<file path="src/rtl/if_fetch_stage_if.sv">
// Fetch-stage bus bundle: hazard/redirect controls in, instruction memory
// port out/in, and the IF/ID pipeline register contents out.
interface if_fetch_stage_if;
    // control from hazard unit, ID stage and exception unit
    logic        stall;
    logic        branch_taken;
    logic [31:0] branch_target;
    logic        flush;
    logic [31:0] flush_pc;
    // instruction memory port
    logic        inst_ce;
    logic [31:0] inst_addr;
    logic [31:0] inst_data;
    // IF/ID pipeline register
    logic [31:0] id_pc;
    logic [31:0] id_inst;
    logic        id_valid;
    logic        id_adel;

    // fetch stage side
    modport master (
        input  stall, branch_taken, branch_target, flush, flush_pc,
        output inst_ce, inst_addr,
        input  inst_data,
        output id_pc, id_inst, id_valid, id_adel
    );

    // surrounding pipeline / memory side
    modport slave (
        output stall, branch_taken, branch_target, flush, flush_pc,
        input  inst_ce, inst_addr,
        output inst_data,
        input  id_pc, id_inst, id_valid, id_adel
    );
endinterface

</file>
<file path="src/rtl/if_fetch_stage.sv">
// MIPS instruction-fetch stage: owns the PC, drives the instruction memory,
// and registers the fetched word into IF/ID. Branches redirect after the
// delay slot; flush restarts fetch; misaligned PCs produce an AdEL entry.
module if_fetch_stage #(
    parameter logic [31:0] RESET_PC = 32'h0000_0000,
    parameter logic [31:0] NOP_WORD = 32'h0000_0000
) (
    input  logic              clk,
    input  logic              rst_n,
    if_fetch_stage_if.master  bus
);

    logic [31:0] pc_reg,       pc_next;
    logic        ce_reg,       ce_next;
    logic [31:0] id_pc_reg,    id_pc_next;
    logic [31:0] id_inst_reg,  id_inst_next;
    logic        id_valid_reg, id_valid_next;
    logic        id_adel_reg,  id_adel_next;
    logic        pc_aligned;

    assign pc_aligned    = (pc_reg[1:0] == 2'b00);

    // memory is never enabled for a misaligned PC or before startup
    assign bus.inst_addr = pc_reg;
    assign bus.inst_ce   = ce_reg & pc_aligned;

    assign bus.id_pc     = id_pc_reg;
    assign bus.id_inst   = id_inst_reg;
    assign bus.id_valid  = id_valid_reg;
    assign bus.id_adel   = id_adel_reg;

    // next-state selection: flush > stall > startup > branch > sequential
    always_comb begin
        pc_next       = pc_reg;
        ce_next       = ce_reg;
        id_pc_next    = id_pc_reg;
        id_inst_next  = id_inst_reg;
        id_valid_next = id_valid_reg;
        id_adel_next  = id_adel_reg;

        if (bus.flush) begin
            pc_next       = bus.flush_pc;
            ce_next       = 1'b1;
            id_pc_next    = 32'h0;
            id_inst_next  = NOP_WORD;
            id_valid_next = 1'b0;
            id_adel_next  = 1'b0;
        end else if (bus.stall) begin
            // hold everything; a pending branch stays in ID and is re-presented
        end else if (!ce_reg) begin
            // startup cycle: enable fetch, PC stays at the reset vector
            ce_next       = 1'b1;
            pc_next       = RESET_PC;
            id_pc_next    = 32'h0;
            id_inst_next  = NOP_WORD;
            id_valid_next = 1'b0;
            id_adel_next  = 1'b0;
        end else begin
            // the word fetched now is captured even on a branch (delay slot)
            id_pc_next    = pc_reg;
            id_valid_next = 1'b1;
            if (pc_aligned) begin
                id_inst_next = bus.inst_data;
                id_adel_next = 1'b0;
            end else begin
                id_inst_next = NOP_WORD;
                id_adel_next = 1'b1;
            end
            pc_next = bus.branch_taken ? bus.branch_target : (pc_reg + 32'd4);
        end
    end

    // state registers with asynchronous active-low reset
    always_ff @(posedge clk or negedge rst_n) begin
        if (!rst_n) begin
            pc_reg       <= RESET_PC;
            ce_reg       <= 1'b0;
            id_pc_reg    <= 32'h0;
            id_inst_reg  <= NOP_WORD;
            id_valid_reg <= 1'b0;
            id_adel_reg  <= 1'b0;
        end else begin
            pc_reg       <= pc_next;
            ce_reg       <= ce_next;
            id_pc_reg    <= id_pc_next;
            id_inst_reg  <= id_inst_next;
            id_valid_reg <= id_valid_next;
            id_adel_reg  <= id_adel_next;
        end
    end

endmodule

</file>
<file path="src/flat_wrapper.sv">
// flat-port wrapper written by rule: the top's interface ports become plain ports
module if_fetch_stage_flat 
#(
    parameter logic [31:0] RESET_PC = 32'h0000_0000,
    parameter logic [31:0] NOP_WORD = 32'h0000_0000
)
  (clk, rst_n, bus_stall, bus_branch_taken, bus_branch_target, bus_flush, bus_flush_pc, bus_inst_ce, bus_inst_addr, bus_inst_data, bus_id_pc, bus_id_inst, bus_id_valid, bus_id_adel);
  if_fetch_stage_if bus_i ();
  input  logic clk;
  input  logic rst_n;
  input wire logic [$bits(bus_i.stall)-1:0] bus_stall;
  input wire logic [$bits(bus_i.branch_taken)-1:0] bus_branch_taken;
  input wire logic [$bits(bus_i.branch_target)-1:0] bus_branch_target;
  input wire logic [$bits(bus_i.flush)-1:0] bus_flush;
  input wire logic [$bits(bus_i.flush_pc)-1:0] bus_flush_pc;
  output wire logic [$bits(bus_i.inst_ce)-1:0] bus_inst_ce;
  output wire logic [$bits(bus_i.inst_addr)-1:0] bus_inst_addr;
  input wire logic [$bits(bus_i.inst_data)-1:0] bus_inst_data;
  output wire logic [$bits(bus_i.id_pc)-1:0] bus_id_pc;
  output wire logic [$bits(bus_i.id_inst)-1:0] bus_id_inst;
  output wire logic [$bits(bus_i.id_valid)-1:0] bus_id_valid;
  output wire logic [$bits(bus_i.id_adel)-1:0] bus_id_adel;
  assign bus_i.stall = bus_stall;
  assign bus_i.branch_taken = bus_branch_taken;
  assign bus_i.branch_target = bus_branch_target;
  assign bus_i.flush = bus_flush;
  assign bus_i.flush_pc = bus_flush_pc;
  assign bus_inst_ce = bus_i.inst_ce;
  assign bus_inst_addr = bus_i.inst_addr;
  assign bus_i.inst_data = bus_inst_data;
  assign bus_id_pc = bus_i.id_pc;
  assign bus_id_inst = bus_i.id_inst;
  assign bus_id_valid = bus_i.id_valid;
  assign bus_id_adel = bus_i.id_adel;
  if_fetch_stage #(.RESET_PC(RESET_PC), .NOP_WORD(NOP_WORD)) u_core (.clk(clk), .rst_n(rst_n), .bus(bus_i));
endmodule
</file>
<file path="config.mk">
export PLATFORM = sky130hd
export DESIGN_NAME = if_fetch_stage_flat
export DESIGN_NICKNAME = d
export VERILOG_FILES = /design/src/rtl/if_fetch_stage_if.sv /design/src/rtl/if_fetch_stage.sv /design/src/flat_wrapper.sv
export SDC_FILE = /design/constraint.sdc
export NUM_CORES = 1
export LEC_CHECK = 0
export CORE_UTILIZATION = 42
export CTS_CLUSTER_SIZE = 12
export DETAILED_ROUTE_END_ITERATION = 7
export GPL_ROUTABILITY_DRIVEN = 0
export PLACE_DENSITY_LB_ADDON = 0.1
export SLEW_MARGIN = 25
export SYNTH_ARGS = -nofsm -noshare
export SYNTH_HDL_FRONTEND = slang
export SYNTH_SLANG_ARGS = --single-unit
</file>
<file path="constraint.sdc">
create_clock -name clk -period 1.9 [get_ports clk]
set_clock_uncertainty 0.05 [all_clocks]
set_input_delay 0.38 -clock clk [delete_from_list [all_inputs] [get_ports clk]]
set_output_delay 0.38 -clock clk [all_outputs]
set_load 0.03 [all_outputs]
</file>
; ---- After elaboration in Yosys (flattened, before gate mapping)
; Cells that the tools add are included.
[totals]
n_memories = 0
ram_bits = 0
mem_bits_ro = 0
output_inout_bits = 99
word_cells = 30
reg_bits = 99
latch_bits = 0
[classes]
n_mul = 0
n_bitwise = 1
n_shift = 0
n_eq_ne = 1
magnitude_cmp = 0
muxes = 20
n_reduce_logical = 1
div = 0
n_addsub = 1
[ops]
columns = op, n
row1 = 32-bit 2-to-1 mux, 11
row2 = 32-bit by 3-bit adder with 32-bit output (second input constant), 1
row3 = 1-bit 2-to-1 mux, 9
row4 = 2-bit zero test, 1
row5 = 2-bit by 1-bit != test with 1-bit output (second input constant), 1
row6 = 1-bit AND, 1

; ---- Logic depth before layout (Yosys ltp)
[depth]
word_depth = 5
mapped_depth = 7
ltp_nobuf = 6

; ---- Least setup slack after synthesis
; Ideal clock, no wire load.
[synth_timing]
path_kind = flip-flop to flip-flop
startpoint = register u_core.pc_reg[2] (netlist: u_core.bus.inst_addr[2])
endpoint = register u_core.pc_reg[28] (netlist: u_core.bus.inst_addr[28])
stages_incl_launch_ff = 7
setup_slack_ps = 44
t_arrival_ps = 1729
required_time_ps = 1773
path_cell_list = dfrtp_1 ha_1 nand3_2 nor3_2 nand3_1 xor2_1 o21ai_1
[synth_via]
elab_chain_cells = 5
[synth_lines]
columns = item, line
row1 = "start, declared", if_fetch_stage.sv:13  ; logic [31:0] pc_reg, pc_next;
row2 = "start signal, assigned", if_fetch_stage.sv:83  ; pc_reg <= pc_next;
row3 = 32-bit by 3-bit adder with 32-bit output, if_fetch_stage.sv:69  ; pc_next = bus.branch_taken ? bus.branch_target : (pc_reg + 32'd4);
row4 = 32-bit 2-to-1 mux, if_fetch_stage.sv:69
row5 = 32-bit 2-to-1 mux, if_fetch_stage.sv:50  ; end else if (!ce_reg) begin
row6 = 32-bit 2-to-1 mux, if_fetch_stage.sv:48  ; end else if (bus.stall) begin
row7 = 32-bit 2-to-1 mux, if_fetch_stage.sv:41  ; if (bus.flush) begin
; No other way between the ends. The select of a mux whose other input is x is not followed.
; A chain may end at the register's enable or synchronous reset.

; ---- Worst setup path after layout
[layout_timing]
startpoint = register u_core.id_pc_reg[9] (netlist: u_core.bus.id_pc[9])
endpoint = output port bus_id_pc[9]
[layout_lines]
columns = item, line
row1 = "start, declared", if_fetch_stage.sv:15  ; logic [31:0] id_pc_reg, id_pc_next;
row2 = "start signal, assigned", if_fetch_stage.sv:85  ; id_pc_reg <= id_pc_next;
row3 = "end, declared", flat_wrapper.sv:19  ; output wire logic [$bits(bus_i.id_pc)-1:0] bus_id_pc;
; No word-level cell between the ends.

==> metrics.log <==
INFO  metric die_area = 0.01118 sq mm
INFO  metric rows = 37
INFO  metric yosysWarnings = 0
INFO  metric clkTransAtPathRegs = 0.11 ns
INFO  metric cts-root-buf = sky130_fd_sc_hd__clkbuf_8
INFO  metric critical_path_peak_fanout = 2
INFO  metric total_power = 5165 uW
INFO  metric leakage_dissipation = 0.003209 uW
INFO  metric worst_path_dominant_cell_family = buffers and inverters
INFO  metric postSynthRegisterBits = 99
INFO  metric setup_ws = 0.02892 ns
INFO  metric final_layout_size_suffix_gt1_share = 11.49%
INFO  metric critical_path.cell_chain = clkdlybuf4s50_1
INFO  metric layout.cells.non_filler = 754
INFO  metric irDropWorstVdd = 364.9 uV
INFO  metric drtAntennaViolNets = 0
INFO  metric synth_ff_type = sky130_fd_sc_hd__dfrtp_1
INFO  metric commonest_non_fill_non_tap_cell_in_the_layout = sky130_fd_sc_hd__clkdlybuf4s50_1
INFO  metric wl = 13.73 mm
INFO  metric worst_pin_slew = 0.4601 ns
INFO  metric diodes = 0
INFO  metric synth-edff-count = 0
INFO  metric grt_overflow = 0
INFO  metric power.share.combinational = 26.2%
INFO  metric floorplan.die.width = 105.7 um
INFO  metric cts-buffers-inserted = 9
INFO  metric avgSynthCellArea = 11.36 sq um
INFO  metric yosys.cell_types.count = 39
INFO  metric p_int = 3507 uW
INFO  metric ctsLongestPathBuffers = 2
INFO  metric post_dp_cell_area = 0.006950 sq mm
INFO  metric criticalPathCategory = reg -> out
INFO  metric multi_input_area = 0.001916 sq mm
INFO  metric netlist_instances = 398
INFO  metric rsz0062_at_grt = false
INFO  metric core_region_area = 0.01037 sq mm
INFO  metric synth.net_count = 500
INFO  metric timing.hold.worst.class = in -> reg
INFO  metric dpl_worst_slack = -0.09477 ns
INFO  metric seqCellArea = 0.002477 sq mm
INFO  metric final_cell_mix = 160 x sky130_fd_sc_hd__clkdlybuf4s50_1, 99 x sky130_fd_sc_hd__dfrtp_1, 63 x sky130_fd_sc_hd__a22o_1, 31 x sky130_fd_sc_hd__nand2_1, 28 x sky130_fd_sc_hd__dlygate4sd2_1
INFO  metric clock_power_share = 27.1%
INFO  metric num_vias = 4268
INFO  metric cts.sinks = 99
INFO  metric drt_iter0_markers = 277
INFO  metric clkLatencyLatePin = 0.37 ns
INFO  metric p_r_area_growth_vs_syn = 57.97%
INFO  metric post_cts.repair.setup_buffers = 0
INFO  metric critical_path_required = 1.47 ns
INFO  metric syn_area = 0.004519 sq mm
INFO  metric worstSetupStartpointType = register
INFO  metric achievable-frequency = 0.5345 GHz
INFO  metric slew_headroom = 69.33%
INFO  metric final_min_period_over_clock_period = 98.48%
INFO  metric slew_viol_final = 0
INFO  metric share_seq_of_total_power = 46.6%
INFO  metric critical_path_arrival = 1.44 ns
INFO  metric fillCellCount = 842
INFO  metric antenna_found_initial = 0
INFO  metric asyncSetResetFlopFracSynth = 100.0%
INFO  metric tritoncts = yes
INFO  metric first_global_vias = 4267
INFO  metric via_per_inst = 5.660
INFO  metric dp.cells = 737
INFO  metric synth.yosys.seq_area_share = 54.82%
INFO  metric initial_utilization = 43.58%
INFO  metric postLayoutCellArea = 0.007139 sq mm
INFO  metric die_y_extent = 105.7 um
INFO  metric drt_pass1_iterations = 6
INFO  metric h-tree-depth = 3
INFO  metric place.detailed.hpwl = 10.01 mm
INFO  metric ioPinCount = 200
INFO  metric wl_per_cell = 18.21 um
INFO  metric final_period_minus_worst_setup_slack = 1.871 ns
INFO  metric switching_part_of_the_total_power = 32.10%
INFO  metric grt_max_degree = 39
INFO  metric power_density = 723.4 mW/mm^2
INFO  metric cpMaxStageDelayCell = sky130_fd_sc_hd__clkdlybuf4s50_1
INFO  metric path_buf_inv = 1
INFO  metric drv_cap = 0
INFO  metric setup_viol = 0
INFO  metric drc_errors = 0
INFO  metric global_route.usage.total = 25.00%
INFO  metric end_kind = output pin
INFO  metric final-hold-violation-count = 0
INFO  metric critical-path-max-stage-delay = 0.68 ns
INFO  metric grt_pass1_wl = 21.87 mm
INFO  metric status = complete, no violations
INFO  metric power.net_switching = 1658 uW
INFO  metric final_util = 68.85%
INFO  metric num-nets-final = 715
INFO  metric io_port_bufs = 199
power groups by stage:
stage                     registers [uW]  logic [uW]  clock network [uW]
after floorplan                     2740         336                   0
after global placement              2450        1390                   0
after detailed placement            2450        1410                   0
after CTS                           2410        1370                1430
after global routing                2430        1440                1510
final                               2410        1360                1400
repair_timing:
item                                   in CTS  in global routing
endpoints found under the hold margin      30                  0
hold buffers                                1                  0
setup endpoints to repair                  29                  9
resized for setup                          29                 10
per-stage QoR:
step                      hold slack [ns]    TNS, ns
after detailed placement           0.3063    -0.5598
after global routing               0.4460          0
after global placement             0.3029  -0.005668
final                              0.4309          0
after floorplan                   0.03441          0
after CTS                          0.4250          0
per-layer routing:
layer,track usage (%),up-vias,share of wire [%]
li1,-,1944,-
met1,33.45,2101,43
met2,41.13,205,48
met3,4.205,18,7.5
met4,8.532,0,1.7
met5,0,-,0
worst reg2reg max path, delay by kind of cell (launching register included):
kind	cells	cell delay, ns
AO/OA/AOI/OAI	1	0.07
XOR/XNOR	1	0.19
flip-flops	1	0.52
AND/OR/NAND/NOR	3	0.80
logic make-up (layout without fill, tap and decap cells):
kind of cell | count (synthesis) | count (layout) | share of synthesized area, %
buffers and inverters | 35 | 255 | 3.267
adders and majority gates | 1 | 1 | 0.2768
muxes | 1 | 1 | 0.2215
and+or+nand+nor | 97 | 97 | 12.62
AOI/OAI and AO/OA | 137 | 137 | 23.37
DFF | 99 | 99 | 54.82
xor gates and xnor gates | 28 | 28 | 5.426
path summary, 6_finish.rpt:
check | start | to | slack [ns] | depth (start not counted)
setup / recovery | u_core.bus.id_pc[9] | bus_id_pc[9] | 0.03 | 1
hold / removal | bus_flush | u_core.bus.inst_addr[0] | 0.43 | 3
setup reg to reg | u_core.bus.inst_addr[10] | u_core.bus.inst_addr[24] | 0.15 | 5
hold reg to reg | u_core.bus.id_valid | u_core.bus.id_valid | 0.45 | 2
max in group asynchronous | rst_n | u_core.bus.inst_addr[31] | 0.79 | 3
min in group asynchronous | rst_n | u_core.bus.id_inst[25] | 0.44 | 2
cells in the mapped netlist (all sizes together) (4+ instances only):
library cell	n	share of area, %
clkbuf	17	1.4
a22o	63	12
nand2	31	2.6
a222oi	18	4.0
inv	4	0.33
dfrtp	99	55
nor2	21	1.7
nand4	10	2.2
nor3	6	1.6
a22oi	5	0.83
xor2	20	3.9
nand3	11	1.3
buf	14	1.5
o21ai	35	4.0
and3	5	0.69
a21oi	7	0.78
xnor2	8	1.6
area by class of cell:
| cell class | count | share of cell area, % |
|---|---|---|
| Tap cell | 136 | 2.383 |
| Clock inverter | 7 | 1.052 |
| Timing Repair Buffer | 235 | 33.09 |
| Inverter | 4 | 0.2103 |
| Multi-Input combinational cell | 264 | 26.83 |
| Clock buffer | 9 | 1.735 |
| Sequential cell | 99 | 34.70 |
Power figures use the tool's default switching activity.
